`src/rtl/serial_adder_pkg.sv`:
```
// Shared definitions for the bit-serial add/subtract sequencer.
//   DEFAULT_WIDTH : default operand/result width
//   state_t       : sequencer state encoding (IDLE / RUN / DONE)
package serial_adder_pkg;

    localparam int DEFAULT_WIDTH = 8;

    typedef enum logic [1:0] {
        ST_IDLE = 2'd0,
        ST_RUN  = 2'd1,
        ST_DONE = 2'd2
    } state_t;

endpackage

```
`src/rtl/serial_adder_ctrl_if.sv`:
```
// Operation request / result bundle for serial_adder_ctrl.
//   master : requester side (drives start, sub, a, b, c_in; sees results)
//   slave  : sequencer side (consumes request; drives busy, done, sum, c_out, ovf)
interface serial_adder_ctrl_if
    import serial_adder_pkg::*;
#(
    parameter int WIDTH = DEFAULT_WIDTH
);
    logic             start;
    logic             sub;
    logic [WIDTH-1:0] a;
    logic [WIDTH-1:0] b;
    logic             c_in;
    logic             busy;
    logic             done;
    logic [WIDTH-1:0] sum;
    logic             c_out;
    logic             ovf;

    modport master (
        output start, sub, a, b, c_in,
        input  busy, done, sum, c_out, ovf
    );

    modport slave (
        input  start, sub, a, b, c_in,
        output busy, done, sum, c_out, ovf
    );
endinterface

```
`src/rtl/bit_adder_cell.sv`:
```
// One-bit combinational full adder; the only arithmetic in the sequencer.
//   a, b, ci : addend bits and carry in
//   s, co    : sum bit and carry out
module bit_adder_cell (
    input  logic a,
    input  logic b,
    input  logic ci,
    output logic s,
    output logic co
);
    assign s  = a ^ b ^ ci;
    assign co = (a & b) | (a & ci) | (b & ci);
endmodule

```
`src/rtl/serial_adder_ctrl.sv`:
```
// Bit-serial add/subtract sequencer. Walks one full-adder cell LSB-first
// over WIDTH cycles and publishes sum, carry-out and signed overflow with a
// one-cycle done strobe.
//   clk : clock, rising edge
//   rst : synchronous, active-high reset
//   bus : request/result bundle (slave side)
//
// state   | meaning
// --------+---------------------------------------------------------
// IDLE    | waiting for start; result registers hold last result
// RUN     | one operand bit processed per cycle, cnt = bit index
// DONE    | done strobe; start here chains straight into RUN
module serial_adder_ctrl
    import serial_adder_pkg::*;
#(
    parameter int WIDTH = DEFAULT_WIDTH
) (
    input  logic                clk,
    input  logic                rst,
    serial_adder_ctrl_if.slave  bus
);
    localparam int            CW       = (WIDTH > 1) ? $clog2(WIDTH) : 1;
    localparam logic [CW-1:0] CNT_LAST = CW'(WIDTH - 1);

    state_t           state_q, state_d;
    logic [WIDTH-1:0] a_sr_q, a_sr_d;
    logic [WIDTH-1:0] b_sr_q, b_sr_d;
    logic [WIDTH-1:0] acc_sr_q, acc_sr_d;
    logic [WIDTH-1:0] sum_q, sum_d;
    logic             carry_q, carry_d;
    logic             c_out_q, c_out_d;
    logic             ovf_q, ovf_d;
    logic [CW-1:0]    cnt_q, cnt_d;
    logic             load;
    logic             cell_s, cell_co;

    bit_adder_cell u_cell (
        .a  (a_sr_q[0]),
        .b  (b_sr_q[0]),
        .ci (carry_q),
        .s  (cell_s),
        .co (cell_co)
    );

    always_comb begin
        state_d  = state_q;
        a_sr_d   = a_sr_q;
        b_sr_d   = b_sr_q;
        acc_sr_d = acc_sr_q;
        sum_d    = sum_q;
        carry_d  = carry_q;
        c_out_d  = c_out_q;
        ovf_d    = ovf_q;
        cnt_d    = cnt_q;
        load     = 1'b0;

        case (state_q)
            ST_IDLE: load = bus.start;
            ST_RUN: begin
                acc_sr_d = {cell_s, acc_sr_q[WIDTH-1:1]};
                a_sr_d   = {1'b0, a_sr_q[WIDTH-1:1]};
                b_sr_d   = {1'b0, b_sr_q[WIDTH-1:1]};
                carry_d  = cell_co;
                cnt_d    = cnt_q + 1'b1;
                if (cnt_q == CNT_LAST) begin
                    // carry_q is the carry into the MSB during this last step
                    sum_d   = {cell_s, acc_sr_q[WIDTH-1:1]};
                    c_out_d = cell_co;
                    ovf_d   = carry_q ^ cell_co;
                    state_d = ST_DONE;
                end
            end
            ST_DONE: begin
                load    = bus.start;
                state_d = ST_IDLE;
            end
            default: state_d = ST_IDLE;
        endcase

        // Subtract is a + ~b + 1: invert B and force the initial carry.
        if (load) begin
            a_sr_d  = bus.a;
            b_sr_d  = bus.sub ? ~bus.b : bus.b;
            carry_d = bus.sub ? 1'b1 : bus.c_in;
            cnt_d   = '0;
            state_d = ST_RUN;
        end
    end

    always_ff @(posedge clk) begin
        if (rst) begin
            state_q  <= ST_IDLE;
            a_sr_q   <= '0;
            b_sr_q   <= '0;
            acc_sr_q <= '0;
            sum_q    <= '0;
            carry_q  <= 1'b0;
            c_out_q  <= 1'b0;
            ovf_q    <= 1'b0;
            cnt_q    <= '0;
        end else begin
            state_q  <= state_d;
            a_sr_q   <= a_sr_d;
            b_sr_q   <= b_sr_d;
            acc_sr_q <= acc_sr_d;
            sum_q    <= sum_d;
            carry_q  <= carry_d;
            c_out_q  <= c_out_d;
            ovf_q    <= ovf_d;
            cnt_q    <= cnt_d;
        end
    end

    assign bus.busy  = (state_q == ST_RUN);
    assign bus.done  = (state_q == ST_DONE);
    assign bus.sum   = sum_q;
    assign bus.c_out = c_out_q;
    assign bus.ovf   = ovf_q;
endmodule

```
`src/flat_wrapper.sv`:
```
// flat-port wrapper written by rule: the top's interface ports become plain ports
module serial_adder_ctrl_flat import serial_adder_pkg::*;
#(
    parameter int WIDTH = DEFAULT_WIDTH
)
  (clk, rst, bus_start, bus_sub, bus_a, bus_b, bus_c_in, bus_busy, bus_done, bus_sum, bus_c_out, bus_ovf);
  serial_adder_ctrl_if #(.WIDTH(WIDTH)) bus_i ();
  input  logic clk;
  input  logic rst;
  input wire logic [$bits(bus_i.start)-1:0] bus_start;
  input wire logic [$bits(bus_i.sub)-1:0] bus_sub;
  input wire logic [$bits(bus_i.a)-1:0] bus_a;
  input wire logic [$bits(bus_i.b)-1:0] bus_b;
  input wire logic [$bits(bus_i.c_in)-1:0] bus_c_in;
  output wire logic [$bits(bus_i.busy)-1:0] bus_busy;
  output wire logic [$bits(bus_i.done)-1:0] bus_done;
  output wire logic [$bits(bus_i.sum)-1:0] bus_sum;
  output wire logic [$bits(bus_i.c_out)-1:0] bus_c_out;
  output wire logic [$bits(bus_i.ovf)-1:0] bus_ovf;
  assign bus_i.start = bus_start;
  assign bus_i.sub = bus_sub;
  assign bus_i.a = bus_a;
  assign bus_i.b = bus_b;
  assign bus_i.c_in = bus_c_in;
  assign bus_busy = bus_i.busy;
  assign bus_done = bus_i.done;
  assign bus_sum = bus_i.sum;
  assign bus_c_out = bus_i.c_out;
  assign bus_ovf = bus_i.ovf;
  serial_adder_ctrl #(.WIDTH(WIDTH)) u_core (.clk(clk), .rst(rst), .bus(bus_i));
endmodule
```
`config.mk`:
```
export PLATFORM = sky130hd
export DESIGN_NAME = serial_adder_ctrl_flat
export DESIGN_NICKNAME = d
export VERILOG_FILES = /design/src/rtl/serial_adder_pkg.sv /design/src/rtl/serial_adder_ctrl_if.sv /design/src/rtl/bit_adder_cell.sv /design/src/rtl/serial_adder_ctrl.sv /design/src/flat_wrapper.sv
export SDC_FILE = /design/constraint.sdc
export NUM_CORES = 1
export LEC_CHECK = 0
export CAP_MARGIN = 0
export CORE_ASPECT_RATIO = 1.5
export CORE_MARGIN = 1.5
export CORE_UTILIZATION = 26
export CTS_BUF_LIST = sky130_fd_sc_hd__clkbuf_8
export DETAILED_ROUTE_END_ITERATION = 10
export PLACE_DENSITY_LB_ADDON = 0.25
export RECOVER_POWER = 50
export SLEW_MARGIN = 30
export SYNTH_ARGS = -nofsm -noshare
export SYNTH_HDL_FRONTEND = slang
export SYNTH_SLANG_ARGS = --single-unit
```
`constraint.sdc`:
```
create_clock -name clk -period 1.45 [get_ports clk]
set_clock_uncertainty 0.05 [all_clocks]
set_input_delay 0.29 -clock clk [delete_from_list [all_inputs] [get_ports clk]]
set_output_delay 0.29 -clock clk [all_outputs]
set_load 0.1 [all_outputs]
```
==> results of run 1 <==
state kept, by name (all words and copies together), names as in the netlist:
register          flops
u_core.b_sr_q         8
u_core.carry_q        1
u_core.bus.ovf        1
u_core.cnt_q          3
u_core.bus.c_out      1
u_core.state_q        2
u_core.acc_sr_q       7
u_core.a_sr_q         8
u_core.bus.sum        8
area by class of cell:
| class | instances | share of cell area, % |
|---|---|---|
| clock inverters | 2 | 1.55 |
| multi-input cells | 131 | 33.5 |
| repair inverters | 1 | 0.277 |
| flip-flops and latches | 39 | 34.6 |
| well taps | 74 | 4.10 |
| clock buffers | 6 | 3.66 |
| repair buffers | 47 | 21.7 |
| inverters | 1 | 0.499 |
cell usage in the layout, fill, tap and decap left out, types with 2 or more instances in the layout:
cell,Yosys,layout
clkbuf_2,0,2
buf_4,2,5
xor2_1,8,8
clkbuf_8,0,6
clkbuf_1,2,2
xnor2_1,2,2
dfxtp_1,39,38
nor2_1,5,5
o22ai_1,4,4
a21oi_1,24,24
nand2_1,40,40
buf_12,0,8
nand3_1,9,9
a311oi_1,3,3
mux2i_1,3,3
clkdlybuf4s50_1,0,20
a22oi_1,7,7
clkbuf_4,0,10
nor3_1,12,12
where the power goes:
group | switching [uW] | internal [uW] | total [uW]
Combinational | 185 | 177 | 362
Sequential | 30.4 | 1120 | 1150
Clock | 377 | 557 | 934
final timing paths:
path | endpoint | depth (start not counted) | start
min reg2reg | u_core.bus.sum[2]$_SDFFE_PP0P_ | 2 | u_core.bus.sum[2]$_SDFFE_PP0P_
max reg2reg | u_core.bus.sum[5]$_SDFFE_PP0P_ | 6 | u_core.cnt_q[0]$_SDFFE_PP0P_
min | u_core.bus.sum[2]$_SDFFE_PP0P_ | 2 | u_core.bus.sum[2]$_SDFFE_PP0P_
max | bus_done | 3 | u_core.state_q[0]$_SDFFE_PP0P_
timing repair:
item / in CTS / in global routing
hold endpoints to repair: 0 / 0
hold buffers: 0 / 0
pin swaps: 0 / 1
setup endpoints to repair: 1 / 9
gates cloned: 1 / 0
setup buffers: 1 / 1
resized for setup: 4 / 3
synth_stat cells, drive strengths merged:
master   n
nand3    9
a211oi   1
xor2     8
and3b    1
xnor2    2
nor2b    2
fa       1
a21oi   24
ha       2
clkbuf   2
dfxtp   39
o21ai    1
a311oi   3
o22ai    4
nand2   40
inv      1
mux2i    3
nand3b   1
a22oi    7
o21a     1
buf     13
nor3    13
nand2b   2
a31oi    1
nor2     5
cells by family (layout without fill, tap and decap cells):
group	count (synthesis)	after routing
AND/OR/NAND/NOR	73	73
AO/OA/AOI/OAI	42	42
flip-flops	39	39
buffers and inverters	16	57
XOR/XNOR	10	10
adder cells (fa/ha/maj)	3	3
multiplexers	3	3
layer usage:
layer	up-vias	track usage, %	wire [um]
met5	-	0	0
met4	0	4.71	21
met3	2	2.80	151
met2	40	20.1	1870
met1	646	13.5	1530
li1	715	-	-
worst register-to-register path, stage by stage (launching register included):
cell	delay, ps
dfxtp_1	320
ha_1	190
ha_2	180
and3b_2	240
buf_12	140
nand2_1	70
a21oi_1	60
per-stage QoR:
step / hold slack (ps) / total power, uW / instance area (um^2) / util [%] / setup slack, ps
global route: 424 / 2560 / 2260 / 37.1 / 1.41
detailed placement: 393 / 1530 / 2240 / 36.8 / -83.4
global placement: 389 / 1530 / 2240 / 36.8 / -62.6
CTS: 405 / 2490 / 2380 / 39.1 / 1.52
floorplan: 382 / 1390 / 1630 / - / 76.3
finish: 404 / 2450 / 2260 / 37.1 / 31.4
==> impl_metrics.env, run 1 <==
export IMPL_status="finished clean"
export IMPL_regArea_um2=782
export IMPL_hold_path_class="register to register"
export IMPL_required_ps=1110
export IMPL_syn_nets=210
export IMPL_yosys_area_top_type="dfxtp_1"
export IMPL_cp_max_fo=5
export IMPL_ys_seq_elements=39
export IMPL_clock_sinks=39
export IMPL_cts_buffer_depth=2
export IMPL_rows=35
export IMPL_portBuffers=32
export IMPL_diodes=0
export IMPL_area_growth_pct=38.8
export IMPL_cellPowerDensity_nw_per_um2=1080
export IMPL_drc=0
export IMPL_tritoncts="done"
export IMPL_wl_per_cell_um=11.9
export IMPL_yosys_top_cells_area="dfxtp_1 48%, nand2_1 9.2%, a21oi_1 7.4%, xor2_1 4.3%, nor3_1 3.7%"
export IMPL_overflow=0
export IMPL_synth_top_area_share_pct=48.0
export IMPL_insertion_delay_ps=290
export IMPL_ys_warn_count=0
export IMPL_worstSetupPathType="register to output port"
export IMPL_grt_usage_pct=11.7
export IMPL_initial_core_util_pct=26.7
export IMPL_synth_fa_ha_area_share_pct=2.77
export IMPL_synth_compound_area_share_pct=15.4
export IMPL_tns_ps=0
export IMPL_max_freq_ghz=0.705
export IMPL_cp_top_family="flip-flops"
export IMPL_synth_top_family_by_area="simple AND/OR/NAND/NOR gates"
export IMPL_endpoint_kind="output port"
export IMPL_slew_headroom_pct=80.0
export IMPL_rsz0062_at_grt="false"
export IMPL_multi_input_area_um2=757
export IMPL_drt_iter0_drc=31
export IMPL_drt_first_pass_iters=4
export IMPL_totalWireLength_um=3570
export IMPL_cts_root_buf="clkbuf_8"
export IMPL_critical_path_max_stage_delay_ps=340
export IMPL_grt_antenna_before_repair=0
export IMPL_drive_above_1_share_pct=18.1
export IMPL_vias=1403
export IMPL_power_leakage_uw=0.000830
export IMPL_arrival_ps=1080
export IMPL_ys_seq_area_share_pct=48.0
export IMPL_n_fill_cell=634
export IMPL_nets=250
export IMPL_maxCapViolCount=0
export IMPL_crit_chain="buf_4 > nor2b_4 > buf_12"
export IMPL_place_gp_congestion=0.697
export IMPL_numCtsBuffers=5
export IMPL_clk_pin_slew_ps=80
export IMPL_dieArea_um2=6750
export IMPL_crit_slowest_cell="dfxtp_2"
export IMPL_hpwl_um=2340
export IMPL_synth_xor_xnor_area_share_pct=5.38
export IMPL_syn_inst=186
export IMPL_slew_violations=0
export IMPL_startpoint_type="register"
export IMPL_syn_area_per_cell_um2=8.74
export IMPL_crit_buf_inv=2
export IMPL_grt_pass1_wl_um=6050
export IMPL_hold_viol_final=0
export IMPL_die_height_um=99.9
export IMPL_rrSetupSlack_ps=100
export IMPL_min_period_over_period_pct=97.8
export IMPL_min_period_ps=1420
export IMPL_grt_max_degree=40
export IMPL_htree_levels=2
export IMPL_place_inst=290
export IMPL_viasPerCell=4.66
export IMPL_synth_simple_area_share_pct=20.0
export IMPL_core_area_um2=6090
export IMPL_finalNonFillerCells=301
export IMPL_muxShareOfSynthArea_pct=1.85
export IMPL_ys_types=30
export IMPL_synth_cell_area_um2=1630
export IMPL_irDropWorstVdd_mv=0.519
export IMPL_die_x_um=67.6
export IMPL_setup_viol=0
export IMPL_num_io_pins=33
export IMPL_drtAntennaViolNets=0
export IMPL_tightestPinTransition_ps=302
export IMPL_grt_pass1_vias=1337
No activity file was read; power rests on OpenSTA's default activity.
==> inputs of run 2 (changes only) <==
--- a/config.mk
+++ b/config.mk
@@ -16,4 +16,5 @@
 export SLEW_MARGIN = 30
 export SYNTH_ARGS = -nofsm -noshare
 export SYNTH_HDL_FRONTEND = slang
+export SYNTH_HIERARCHICAL = 1
 export SYNTH_SLANG_ARGS = --single-unit
==> impl_metrics.env, run 2 <==
export IMPL_synth_top_area_share_pct=48.0
export IMPL_tightestPinTransition_ps=302
export IMPL_synth_edff_count=0
export IMPL_tritoncts="done"
export IMPL_endpoint_kind="output port"
export IMPL_worst_hold_slack_ps=404
export IMPL_cts_buffer_depth=2
export IMPL_ys_seq_area_share_pct=48.0
export IMPL_drtAntennaViolNets=0
export IMPL_numCtsBuffers=5
export IMPL_totalWireLength_um=3750
export IMPL_wl_per_cell_um=12.2
export IMPL_min_period_over_period_pct=96.7
export IMPL_required_ps=1110
export IMPL_viasPerCell=4.58
export IMPL_syn_nets=211
export IMPL_portBuffers=32
export IMPL_maxCapViolCount=0
export IMPL_startpoint_type="register"
export IMPL_core_area_um2=6090
export IMPL_grt_pass1_wl_um=5980
export IMPL_overflow=0
export IMPL_final_cell_area_um2=2290
export IMPL_rows=35
export IMPL_worstSetupPathType="register to output port"
export IMPL_crit_end="bus_done"
export IMPL_place_inst=295
export IMPL_setup_viol=0
export IMPL_synth_common_cells="42 x nand2_1, 39 x dfxtp_1, 20 x a21oi_1"
export IMPL_pre_cts_ws_ps=-150
export IMPL_grt_antenna_before_repair=0
export IMPL_grt_usage_pct=11.7
export IMPL_synthFlopType="dfxtp_1"
export IMPL_finalNonFillerCells=308
export IMPL_cp_max_fo=5
export IMPL_synthArstFlopShare_pct=0
export IMPL_ys_warn_count=6
export IMPL_min_period_ps=1400
export IMPL_hold_viol_final=0
export IMPL_insertion_delay_ps=290
export IMPL_r2r_start="u_core/a_sr_q[0]$_SDFFE_PP0P_"
export IMPL_htree_levels=2
export IMPL_grt_max_degree=22
export IMPL_hold_path_class="register to register"
export IMPL_yosys_area_top_type="dfxtp_1"
export IMPL_dieArea_um2=6750
export IMPL_initial_core_util_pct=26.7
export IMPL_num_io_pins=33
export IMPL_n_fill_cell=635
export IMPL_diodes=0
export IMPL_reg2reg_to="u_core/bus.ovf$_SDFFE_PP0P_"
export IMPL_drt_iter0_drc=58
export IMPL_hpwl_um=2540
export IMPL_slew_violations=0
export IMPL_cellPowerDensity_nw_per_um2=1020
export IMPL_vias=1410
export IMPL_syn_area_per_cell_um2=8.70
export IMPL_status="finished clean"
export IMPL_final_util_pct=37.6
export IMPL_syn_inst=187
export IMPL_crit_path_start="u_core/state_q[0]$_SDFFE_PP0P_"
export IMPL_placed_area_um2=2240
export IMPL_max_freq_ghz=0.713
export IMPL_yosysMostFrequentCell="nand2_1"
export IMPL_power_leakage_uw=0.000853
export IMPL_final_common_cell="nand2_1"
export IMPL_grt_pass1_vias=1263
export IMPL_ys_seq_elements=39
export IMPL_area_growth_pct=40.4
export IMPL_yosys_top_cells_area="dfxtp_1 48%, nand2_1 9.7%, a21oi_1 6.1%, nor3_1 5.5%, xor2_1 4.3%"
export IMPL_slew_headroom_pct=79.9
export IMPL_drive_above_1_share_pct=22.2
export IMPL_clk_pin_slew_ps=80
export IMPL_setup_ws_ps=48.4
export IMPL_cts_root_buf="clkbuf_8"
export IMPL_irDropWorstVdd_mv=0.334
export IMPL_die_height_um=99.9
export IMPL_reg2reg_depth=3
export IMPL_nets=257
export IMPL_drt_first_pass_iters=4
export IMPL_die_x_um=67.6
export IMPL_synth_cell_area_um2=1630
export IMPL_rsz0062_at_grt="false"
export IMPL_drc=0
export IMPL_place_gp_congestion=0.718
export IMPL_ys_types=29
export IMPL_clock_sinks=39
export IMPL_arrival_ps=1060
export IMPL_rrSetupSlack_ps=70
export IMPL_final_cell_mix="42 x nand2_1, 36 x dfxtp_1, 19 x clkdlybuf4s50_1, 19 x a21oi_1, 18 x nor3_1"
[run 2: changes by cell type in the layout (fill, tap and decap cells not counted), moves of 2 or more]
cell      previous run  this run
nand2_1             40        42
buf_4                5        15
clkbuf_1             2         0
dfxtp_1             38        36
o22ai_1              4         7
nand3_1              9         5
dfxtp_2              1         3
nor3_1              12        18
a22oi_1              7         3
buf_12               8         5
a21oi_1             24        19
[run 2: cell type report]
cell class | count | area (um^2) | area share, %
clock buffers | 7 | 96.3 | 4.21
clock inverters | 1 | 3.75 | 0.164
inverters | 1 | 16.3 | 0.712
multi-input cells | 132 | 772 | 33.8
flip-flops and latches | 39 | 785 | 34.3
well taps | 74 | 92.6 | 4.05
repair buffers | 53 | 512 | 22.4
repair inverters | 1 | 8.76 | 0.383
[run 2: timing repair]
item / 4_1_cts / 5_1_grt
hold buffers: 0 / 0
gates cloned: 1 / 0
setup endpoints to repair: 1 / 12
setup buffers: 1 / 3
pin swaps: 0 / 1
gates resized for setup: 4 / 7
[run 2: logic make-up after synthesis]
logic type                 after synthesis  synth area share [%]
DFF                                     39                  48.0
muxes                                    3                  1.84
buffers and inverters                   16                  6.76
xor gates and xnor gates                10                  5.38
adders and majority gates                3                  2.77
AOI/OAI and AO/OA                       38                  14.0
and+or+nand+nor                         78                  21.3
[run 2: worst min-delay path by stage]
stage	start	end	slack (ps)	depth (start not counted)
final	u_core/bus.sum[3]$_SDFFE_PP0P_	u_core/bus.sum[3]$_SDFFE_PP0P_	400	2
after global placement	u_core/acc_sr_q[1]$_SDFFE_PP0P_	u_core/acc_sr_q[1]$_SDFFE_PP0P_	400	2
after global routing	u_core/bus.sum[3]$_SDFFE_PP0P_	u_core/bus.sum[3]$_SDFFE_PP0P_	430	2
after detailed placement	u_core/acc_sr_q[1]$_SDFFE_PP0P_	u_core/acc_sr_q[1]$_SDFFE_PP0P_	400	2
after floorplan	u_core/acc_sr_q[1]$_SDFFE_PP0P_	u_core/bus.sum[0]$_SDFFE_PP0P_	380	2
after CTS	u_core/acc_sr_q[1]$_SDFFE_PP0P_	u_core/acc_sr_q[1]$_SDFFE_PP0P_	410	2
[run 2: layer usage]
| layer | GRT usage [%] | vias to the layer above | routed length [um] |
|---|---|---|---|
| li1 | - | 730 | - |
| met1 | 14.1 | 644 | 1540 |
| met2 | 19.2 | 31 | 1970 |
| met3 | 3.03 | 5 | 184 |
| met4 | 5.18 | 0 | 63 |
| met5 | 0 | - | 0 |
[run 2: critical path, cell delays in order, from the launching register on]
cell and delay, ps:
dfxtp_2 340, buf_6 130, nor2b_4 130, buf_12 180
[run 2: power by group]
group	leakage [uW]	total, uW	internal [uW]	switching (uW)
sequential	0.000319	1160	1120	33.9
clock	0.0000557	800	427	372
combinational	0.000477	376	188	188
[run 2: stage by stage]
stage | total power (uW) | setup TNS, ps
detailed placement | 1540 | -981
finish | 2330 | 0
global placement | 1530 | -869
global route | 2430 | 0
CTS | 2350 | 0
floorplan | 1400 | 0
